File: src/rtl/mem_pkg.sv
// Shared types for the dmem arbiter: access size, read-ownership tag and memory request payload.
package mem_pkg;

    localparam int unsigned ADDR_W = 32;
    localparam int unsigned DATA_W = 32;

    typedef enum logic [1:0] {
        SZ_BYTE = 2'd0,
        SZ_HALF = 2'd1,
        SZ_WORD = 2'd2
    } size_e;

    typedef enum logic [1:0] {
        OWN_NONE = 2'd0,
        OWN_C    = 2'd1,
        OWN_L    = 2'd2
    } owner_e;

    typedef struct packed {
        logic              write;
        logic              op_byte;
        logic              op_hwrd;
        logic [ADDR_W-1:0] addr;
        logic [DATA_W-1:0] wdata;
    } mem_req_t;

endpackage

File: src/rtl/dmem_align_chk.sv
// Decodes access size into memory op selects and flags addresses not aligned to that size.
module dmem_align_chk
    import mem_pkg::*;
(
    input  logic [1:0] size,
    input  logic [1:0] addr_lo,
    output logic       misaligned,
    output logic       op_byte,
    output logic       op_hwrd
);

    always_comb begin
        misaligned = 1'b0;
        op_byte    = 1'b0;
        op_hwrd    = 1'b0;
        case (size_e'(size))
            SZ_BYTE: op_byte = 1'b1;
            SZ_HALF: begin
                op_hwrd    = 1'b1;
                misaligned = addr_lo[0];
            end
            // Undefined size codes are checked as word accesses
            default: misaligned = |addr_lo;
        endcase
    end

endmodule

File: src/rtl/dmem_arbiter.sv
// Two-port (CPU C / loader L) arbiter onto the single dmem R/W port with lock, starvation relief
// and read-return steering. Define DMEM_ARB_RR_EN for round-robin instead of fixed C>L priority.
module dmem_arbiter
    import mem_pkg::*;
#(
    parameter int unsigned STARVE_MAX = 16
) (
    input  logic        i_clk,
    input  logic        i_rst_n,

    input  logic        i_c_valid,
    input  logic        i_c_write,
    input  logic [1:0]  i_c_size,
    input  logic [31:0] i_c_addr,
    input  logic [31:0] i_c_wdata,
    output logic        o_c_ready,
    output logic        o_c_rvalid,
    output logic        o_c_err,
    output logic [31:0] o_c_rdata,

    input  logic        i_l_valid,
    input  logic        i_l_write,
    input  logic [1:0]  i_l_size,
    input  logic [31:0] i_l_addr,
    input  logic [31:0] i_l_wdata,
    input  logic        i_l_lock,
    output logic        o_l_ready,
    output logic        o_l_rvalid,
    output logic        o_l_err,
    output logic [31:0] o_l_rdata,

    output logic        o_mem_write,
    output logic        o_mem_op_byte,
    output logic        o_mem_op_hwrd,
    output logic [31:0] o_mem_addr,
    output logic [31:0] o_mem_wdata,
    input  logic [31:0] i_mem_rdata
);

    localparam int unsigned CNT_W = $clog2(STARVE_MAX + 1);

    logic             c_mis, c_byte, c_hwrd;
    logic             l_mis, l_byte, l_hwrd;
    logic             lock_q, lock_nxt;
    logic [CNT_W-1:0] starve_cnt, cnt_nxt;
    owner_e           rd_owner, owner_nxt;
    logic             rd_err, err_nxt;
    logic             locked, force_c;
    logic             grant_c, grant_l;
    logic             c_acc, l_acc;
    mem_req_t         req;
`ifdef DMEM_ARB_RR_EN
    logic             rr_prefer_l, rr_nxt;
`endif

    dmem_align_chk u_c_align (
        .size       (i_c_size),
        .addr_lo    (i_c_addr[1:0]),
        .misaligned (c_mis),
        .op_byte    (c_byte),
        .op_hwrd    (c_hwrd)
    );

    dmem_align_chk u_l_align (
        .size       (i_l_size),
        .addr_lo    (i_l_addr[1:0]),
        .misaligned (l_mis),
        .op_byte    (l_byte),
        .op_hwrd    (l_hwrd)
    );

    // Grant selection: starvation relief beats lock, lock beats normal arbitration
    always_comb begin
        grant_c = 1'b0;
        grant_l = 1'b0;
        locked  = lock_q & i_l_valid;
        force_c = locked & i_c_valid & (starve_cnt == CNT_W'(STARVE_MAX));
        if (i_rst_n) begin
            if (force_c) begin
                grant_c = 1'b1;
            end else if (locked) begin
                grant_l = 1'b1;
            end
`ifdef DMEM_ARB_RR_EN
            else if (i_c_valid && i_l_valid) begin
                grant_c = ~rr_prefer_l;
                grant_l = rr_prefer_l;
            end
`endif
            else if (i_c_valid) begin
                grant_c = 1'b1;
            end else begin
                grant_l = i_l_valid;
            end
        end
    end

    assign c_acc     = grant_c & i_c_valid;
    assign l_acc     = grant_l & i_l_valid;
    assign o_c_ready = c_acc;
    assign o_l_ready = l_acc;

    // Misaligned accesses are accepted but never reach memory
    always_comb begin
        req = '0;
        if (c_acc && !c_mis) begin
            req = '{write: i_c_write, op_byte: c_byte, op_hwrd: c_hwrd,
                    addr: i_c_addr, wdata: i_c_wdata};
        end else if (l_acc && !l_mis) begin
            req = '{write: i_l_write, op_byte: l_byte, op_hwrd: l_hwrd,
                    addr: i_l_addr, wdata: i_l_wdata};
        end
    end

    assign o_mem_write   = req.write;
    assign o_mem_op_byte = req.op_byte;
    assign o_mem_op_hwrd = req.op_hwrd;
    assign o_mem_addr    = req.addr;
    assign o_mem_wdata   = req.wdata;

    always_comb begin
        owner_nxt = OWN_NONE;
        err_nxt   = 1'b0;
        if (c_acc && (c_mis || !i_c_write)) begin
            owner_nxt = OWN_C;
            err_nxt   = c_mis;
        end else if (l_acc && (l_mis || !i_l_write)) begin
            owner_nxt = OWN_L;
            err_nxt   = l_mis;
        end

        lock_nxt = lock_q;
        if (!i_l_valid || !i_l_lock) begin
            lock_nxt = 1'b0;
        end else if (l_acc) begin
            lock_nxt = 1'b1;
        end

        // Saturating count of C cycles spent waiting behind the lock
        cnt_nxt = starve_cnt;
        if (!lock_nxt || c_acc) begin
            cnt_nxt = '0;
        end else if (locked && i_c_valid && (starve_cnt != CNT_W'(STARVE_MAX))) begin
            cnt_nxt = starve_cnt + CNT_W'(1);
        end

`ifdef DMEM_ARB_RR_EN
        rr_nxt = rr_prefer_l;
        if (c_acc) begin
            rr_nxt = 1'b1;
        end else if (l_acc) begin
            rr_nxt = 1'b0;
        end
`endif
    end

    always_ff @(posedge i_clk or negedge i_rst_n) begin
        if (!i_rst_n) begin
            lock_q      <= 1'b0;
            starve_cnt  <= '0;
            rd_owner    <= OWN_NONE;
            rd_err      <= 1'b0;
`ifdef DMEM_ARB_RR_EN
            rr_prefer_l <= 1'b0;
`endif
        end else begin
            lock_q      <= lock_nxt;
            starve_cnt  <= cnt_nxt;
            rd_owner    <= owner_nxt;
            rd_err      <= err_nxt;
`ifdef DMEM_ARB_RR_EN
            rr_prefer_l <= rr_nxt;
`endif
        end
    end

    // Read return steered to the issuing port only; errors return zero data
    assign o_c_rvalid = (rd_owner == OWN_C);
    assign o_l_rvalid = (rd_owner == OWN_L);
    assign o_c_err    = o_c_rvalid & rd_err;
    assign o_l_err    = o_l_rvalid & rd_err;
    assign o_c_rdata  = (o_c_rvalid && !rd_err) ? i_mem_rdata : '0;
    assign o_l_rdata  = (o_l_rvalid && !rd_err) ? i_mem_rdata : '0;

endmodule

File: config.mk
export PLATFORM = sky130hd
export DESIGN_NAME = dmem_arbiter
export DESIGN_NICKNAME = d
export VERILOG_FILES = /design/src/rtl/mem_pkg.sv /design/src/rtl/dmem_align_chk.sv /design/src/rtl/dmem_arbiter.sv
export SDC_FILE = /design/constraint.sdc
export NUM_CORES = 1
export LEC_CHECK = 0
export ABC_AREA = 1
export CORE_AREA = 2 2 119 121
export DETAILED_ROUTE_END_ITERATION = 10
export DIE_AREA = 0 0 121 123
export GPL_TIMING_DRIVEN = 1
export PLACE_DENSITY = 0.54
export SETUP_SLACK_MARGIN = 0.05
export SYNTH_ARGS = -nofsm -noshare
export SYNTH_HDL_FRONTEND = slang
export SYNTH_HIERARCHICAL = 1
export SYNTH_SLANG_ARGS = --single-unit
export TNS_END_PERCENT = 30
File: constraint.sdc
create_clock -name i_clk -period 4 [get_ports i_clk]
set_clock_uncertainty 0.1 [all_clocks]
set_input_delay 0.6 -clock i_clk [delete_from_list [all_inputs] [get_ports i_clk]]
set_output_delay 0.6 -clock i_clk [all_outputs]
set_load 0.02 [all_outputs]
==> results of run 1 <==
==> area by class of cell <==
cell class	count	area share, %
multi-input combinational	328	26.3
timing repair buffer	313	59.7
sequential	9	4.26
clock buffer	4	1.49
tap	180	4.26
inverter	55	3.91
==> cell usage after synthesis (all sizes together) <==
cell / count / area, µm²
o22ai: 1 / 6.26
nor2: 77 / 299
clkbuf: 13 / 48.8
nand4: 6 / 37.5
buf: 14 / 97.6
o21ai: 2 / 10.0
a21oi: 3 / 15.0
nor3: 3 / 15.0
clkinv: 1 / 3.75
a21boi: 1 / 7.51
nand3: 72 / 360
dfrtp: 9 / 225
ha: 2 / 25.0
nand2: 161 / 614
inv: 54 / 203
==> cell usage in the layout, fill, tap and decap left out <==
cell type        count
a21boi_1             1
a21oi_1              3
buf_12               3
buf_4                3
clkbuf_1             1
clkbuf_16            3
clkdlybuf4s50_1    307
dfrtp_1              9
ha_1                 2
inv_1               53
inv_2                2
nand2_1            159
nand2_2              1
nand2_4              1
nand3_1             72
nand4_1              6
nor2_1              75
nor2_2               1
nor2_4               1
nor3_1               3
o21ai_1              2
o22ai_1              1
==> critical path, delay by kind of cell <==
| family | cells | cell delay, ns |
|---|---|---|
| AOI/OAI and AO/OA | 1 | 0.18 |
| buffers and inverters | 3 | 1.34 |
| and+or+nand+nor | 4 | 0.57 |
==> state kept, by name (all words and copies together), names as in the netlist <==
signal and cells:
rd_err 1, starve_cnt 5, rd_owner 2, lock_q 1
==> final timing paths <==
kind | from | end | slack, ns | depth (start not counted)
min in group i_clk | starve_cnt[4]$_DFFE_PN0P_ | starve_cnt[4]$_DFFE_PN0P_ | 0.50 | 2
hold / removal | i_rst_n | starve_cnt[0]$_DFFE_PN0P_ | 0.47 | 1
max in group asynchronous | i_rst_n | starve_cnt[3]$_DFFE_PN0P_ | 2.98 | 2
hold reg to reg | starve_cnt[4]$_DFFE_PN0P_ | starve_cnt[4]$_DFFE_PN0P_ | 0.50 | 2
setup reg to reg | starve_cnt[0]$_DFFE_PN0P_ | starve_cnt[1]$_DFFE_PN0P_ | 2.35 | 9
setup / recovery | i_c_size[1] | o_mem_addr[17] | 0.56 | 8
==> logic make-up (layout without fill, tap and decap cells) <==
| family | count (synthesis) | after routing | share of synthesized area [%] |
|---|---|---|---|
| AO/OA/AOI/OAI | 7 | 7 | 1.97 |
| AND/OR/NAND/NOR | 319 | 319 | 67.4 |
| buffers and inverters | 82 | 372 | 17.9 |
| adder cells (fa/ha/maj) | 2 | 2 | 1.27 |
| flip-flops | 9 | 9 | 11.4 |
==> layer usage <==
metal  vias up  track usage [%]  share of wire [%]
met5         -                0                  0
met1      1593             16.4                 37
met4         0             1.31               0.41
met3         4             5.54                 12
met2       212             28.2                 51
li1       1854                -                  -
==> through the flow <==
step / utilization, % / power, mW / instances / cell area [µm²] / hold WS, ns
after global routing: 38.8 / 0.788 / 889 / 5280 / 0.486
after detailed placement: 38.2 / 0.574 / 885 / 5200 / 0.485
after CTS: 38.8 / 0.753 / 889 / 5280 / 0.471
final: 38.8 / 0.747 / 889 / 5280 / 0.469
after global placement: 38.2 / 0.575 / 885 / 5200 / 0.471
after floorplan: - / 0.267 / 419 / 1970 / 0.204
==> power groups by stage <==
stage          logic (mW)  registers, mW  clock network, mW
6_report            0.477         0.0949              0.176
5_1_grt             0.508         0.0953              0.185
4_1_cts             0.481         0.0949              0.177
3_5_place_dp        0.478         0.0961                  0
3_3_place_gp        0.479         0.0960                  0
2_1_floorplan       0.171         0.0958                  0
==> impl_metrics.json, run 1 <==
{
  "synth_area_um2": 1970,
  "io_buffers": 307,
  "dieArea_um2": 14900,
  "layout-drive-gt1-share_pct": 2.12,
  "ys_warn_count": 6,
  "endpoint_kind": "output port",
  "switching_share_pct": 34.3,
  "io_pins": 308,
  "cts_hold_buf": 0,
  "cts_root_buf": "clkbuf_16",
  "dp_hpwl_um": 10500,
  "internal_power_uw": 491,
  "register_area_um2": 225,
  "core_area_um2": 13600,
  "slew_headroom_pct": 30.8,
  "cp-start-kind": "input pin",
  "routed-via-count": 3663,
  "ant_nets": 0,
  "power_leakage_nw": 2.45,
  "vias_per_cell": 4.12,
  "grt_start_max_net_pins": 70,
  "multiInputGateArea_um2": 1390,
  "ys_ff_latch": 9,
  "hold_class": "input pin to async pin",
  "clock_power_share_pct": 23.5,
  "drt_first_iter_violations": 145,
  "post_cts_buffers": 0,
  "avgRoutedWirePerCell_um": 14.3,
  "globalplace.congestion": 0.817,
  "floorplan.initialDensity_pct": 14.5,
  "cts.sinks": 9,
  "status": "finished, final reports clean",
  "crit_arrival_ns": 2.74,
  "final-hold-violation-count": 0,
  "crit_required_ns": 3.30,
  "seq_area_frac_synth_pct": 11.4,
  "critPathKind": "input pin to output port",
  "num_rows": 43,
  "cts_buffers": 3,
  "synth_fp_nets": 592,
  "nNetsFinal": 883,
  "synth.avg_cell_area_um2": 4.70,
  "min_period_ns": 3.44,
  "grt_pass1_vias": 3373,
  "power-per-cell-area_nw_per_um2": 142,
  "crit_chain": "clkdlybuf4s50_1 > o21ai_1 > nand2_1 > nor2_4 > buf_12 > nand2_1 > nand2_1 > clkdlybuf4s50_1",
  "worst_slack_ns": 0.560,
  "htree_levels": 1,
  "crit_top_cell": "nand2_1",
  "cts_tree": "done",
  "fp.dieW_um": 121,
  "power_frac_comb_pct": 63.8,
  "slew_viol_final": 0,
  "clockBufferDepth": 2,
  "p_seq_share_pct": 12.7,
  "antenna_found_initial": 0,
  "cts_resized": 0,
  "insertion_delay_ns": 0.23,
  "worst_slew_pin_slew_ns": 1.04,
  "setup_violations": 0,
  "crit_path_max_fanout": 67,
  "place_ws_ns": 0.575,
  "fin_crit_sh_pct": 86.0,
  "ir_drop_mv": 0.126,
  "slowest_delay_ns": 0.60,
  "ys_types": 22,
  "remaining_drc_errors": 0,
  "rsz0062_at_grt": "no",
  "clk_pin_slew_worst_paths_ns": 0.04,
  "gr-usage-all-layers_pct": 14.9,
  "syn_to_final_growth_pct": 168,
  "switchingPower_uw": 256,
  "crit_slowest_cell": "clkdlybuf4s50_1",
  "max_freq_mhz": 291,
  "die_y_um": 123,
  "maxCapViolCount": 0,
  "grt_pass1_wl_um": 17600,
  "tns_ns": 0,
  "drt_first_pass_iters": 4,
  "netlist_instances": 419,
  "overflow": 0,
  "nFillCells": 1451,
  "antenna_cells": 0,
  "wl_um": 12700
}
(Power assumes the default switching activity.)
==> run 2: changes to the inputs <==
--- a/config.mk
+++ b/config.mk
@@ -9,7 +9,6 @@
 export CORE_AREA = 2 2 119 121
 export DETAILED_ROUTE_END_ITERATION = 10
 export DIE_AREA = 0 0 121 123
-export GPL_TIMING_DRIVEN = 1
 export PLACE_DENSITY = 0.54
 export SETUP_SLACK_MARGIN = 0.05
 export SYNTH_ARGS = -nofsm -noshare
==> results of run 2 <==
The final DEF is identical to that of run 1; final timing and power are the same.
==> run 3: changes to the inputs <==
--- a/config.mk
+++ b/config.mk
@@ -6,10 +6,10 @@
 export NUM_CORES = 1
 export LEC_CHECK = 0
 export ABC_AREA = 1
-export CORE_AREA = 2 2 119 121
+export CORE_AREA = 2 2 121 123
 export DETAILED_ROUTE_END_ITERATION = 10
-export DIE_AREA = 0 0 121 123
-export PLACE_DENSITY = 0.54
+export DIE_AREA = 0 0 123 125
+export PLACE_DENSITY = 0.53
 export SETUP_SLACK_MARGIN = 0.05
 export SYNTH_ARGS = -nofsm -noshare
 export SYNTH_HDL_FRONTEND = slang
==> constraint.sdc (replaced) <==
create_clock -name i_clk -period 3.2 [get_ports i_clk]
set_clock_uncertainty 0.1 [all_clocks]
set_input_delay 0.48 -clock i_clk [delete_from_list [all_inputs] [get_ports i_clk]]
set_output_delay 0.48 -clock i_clk [all_outputs]
set_load 0.02 [all_outputs]
==> impl_metrics.json, run 3 (synthesized netlist as in run 1, its figures left out) <==
{
  "nFillCells": 1526,
  "ant_nets": 0,
  "power_leakage_nw": 3.61,
  "worst_slack_ns": 0.317,
  "vias_per_cell": 4.15,
  "worst_slew_pin_slew_ns": 0.505,
  "htree_levels": 1,
  "clk_pin_slew_worst_paths_ns": 0.04,
  "stdcell_count": 898,
  "fin_crit_sh_pct": 90.1,
  "crit_arrival_ns": 2.30,
  "io_pins": 308,
  "status": "finished, final reports clean",
  "num_rows": 44,
  "dp_hpwl_um": 11000,
  "use_met3_pct": 5.25,
  "clockBufferDepth": 2,
  "floorplan.initialDensity_pct": 13.9,
  "max_freq_mhz": 347,
  "crit_top_cell": "nand2_1",
  "layout-drive-gt1-share_pct": 2.94,
  "largest-register": "starve_cnt",
  "hold_slack_ns": 0.327,
  "antenna_cells": 0,
  "grtUsageMet2_pct": 28.9,
  "maxCapViolCount": 0,
  "hold_class": "input pin to async pin",
  "crit_slowest_cell": "clkdlybuf4s50_1",
  "core_area_um2": 14200,
  "multiInputGateArea_um2": 1390,
  "dieArea_um2": 15400,
  "ir_drop_mv": 0.123,
  "min_period_ns": 2.88,
  "syn_to_final_growth_pct": 180,
  "io_buffers": 307,
  "crit_required_ns": 2.62,
  "power-per-cell-area_nw_per_um2": 171,
  "layout_common_cells": "240 x clkdlybuf4s50_1, 159 x nand2_1, 75 x nor2_1",
  "fp.dieW_um": 123,
  "largest_reg_flops": 5,
  "nNetsFinal": 888,
  "overflow": 0,
  "cts_root_buf": "clkbuf_16",
  "rsz0062_at_grt": "no",
  "post_cts_buffers": 0,
  "slew_viol_final": 0,
  "grt_pass1_wl_um": 18300,
  "dpl.cell_count": 893,
  "remaining_drc_errors": 0,
  "slowest_delay_ns": 0.66,
  "cts_buffers": 3,
  "setup_violations": 0,
  "register_area_um2": 225,
  "grt_pass1_vias": 3535,
  "grt.busiest_layer": "met2",
  "crit_path_max_fanout": 22,
  "endpoint_kind": "output port",
  "wl_um": 13600,
  "cts.sinks": 9,
  "met1_usage_pct": 15.9,
  "gr-usage-all-layers_pct": 15.1,
  "drt_first_iter_violations": 131,
  "globalplace.congestion": 0.892,
  "final_common_cell": "clkdlybuf4s50_1",
  "r2r_cells": 10,
  "antenna_found_initial": 0,
  "grt_start_max_net_pins": 68,
  "routed-via-count": 3724,
  "crit_chain": "clkdlybuf4s50_1 > nand2_1 > inv_1 > nand2_1 > inv_1 > nand2_1 > inv_2 > buf_6 > clkdlybuf4s50_1",
  "critPathKind": "input pin to output port",
  "top_regs": "starve_cnt: 5 flops, rd_owner: 2 flops",
  "cp-start-kind": "input pin",
  "avgRoutedWirePerCell_um": 15.1,
  "insertion_delay_ns": 0.23,
  "slew_headroom_pct": 66.3,
  "drt_first_pass_iters": 4,
  "die_y_um": 125,
  "place_ws_ns": 0.0101,
  "finalPower_uw": 941,
  "tns_ns": 0,
  "final-hold-violation-count": 0,
  "cts_tree": "done"
}
run 3: changes by cell type in the layout (fill, tap and decap cells not counted), sizes merged:
cell / change
clkdlybuf4s50: -67
dlymetal6s2s: +66
buf: +5
clkbuf: +1
run 3: critical path, delay by kind of cell:
kind / cells / cell delay (ns)
and+or+nand+nor: 3 / 0.21
buffers and inverters: 6 / 1.60
run 3: power breakdown:
| part | internal, mW | switching [mW] | leakage (nW) |
|---|---|---|---|
| sequential | 0.117 | 0.00152 | 0.123 |
| clock | 0.166 | 0.0521 | 0.0382 |
| combinational | 0.332 | 0.272 | 3.45 |
| total | 0.616 | 0.326 | 3.61 |
run 3: cell type report:
cell class,instances,share of cell area (%)
Clock buffer,4,1.43
Inverter,55,3.74
Multi-Input combinational cell,328,25.2
Sequential cell,9,4.08
Tap cell,184,4.17
Timing Repair Buffer,318,61.4
run 3: worst paths after layout:
path | slack [ns] | from | end
min reg2reg | 0.49 | starve_cnt[4]$_DFFE_PN0P_ | starve_cnt[4]$_DFFE_PN0P_
min in group i_clk | 0.49 | starve_cnt[4]$_DFFE_PN0P_ | starve_cnt[4]$_DFFE_PN0P_
max | 0.32 | i_rst_n | o_l_ready
max reg2reg | 1.57 | starve_cnt[0]$_DFFE_PN0P_ | starve_cnt[0]$_DFFE_PN0P_
max in group asynchronous | 2.33 | i_rst_n | rd_owner[0]$_DFF_PN0_
min | 0.33 | i_rst_n | lock_q$_DFF_PN0_
run 3: layer usage:
metal  vias up  share of wire [%]
met4         0                1.9
met3        16                 12
met1      1621                 37
met2       218                 49
li1       1869                  -
met5         -                  0
run 3: stage by stage:
| stage | util (%) | instance area, µm² |
|---|---|---|
| after floorplan | - | 1970 |
| after global placement | 36.9 | 5250 |
| after detailed placement | 36.9 | 5250 |
| after CTS | 37.5 | 5330 |
| after global routing | 38.9 | 5520 |
| final | 38.9 | 5520 |
run 3: timing repair:
| item | in CTS | in global routing |
|---|---|---|
| pin swaps | 0 | 0 |
| endpoints found under the setup margin | 8 | 65 |
| endpoints found under the hold margin | 0 | 0 |
| gates cloned | 0 | 1 |
| hold buffers | 0 | 0 |
| resized for setup | 0 | 67 |
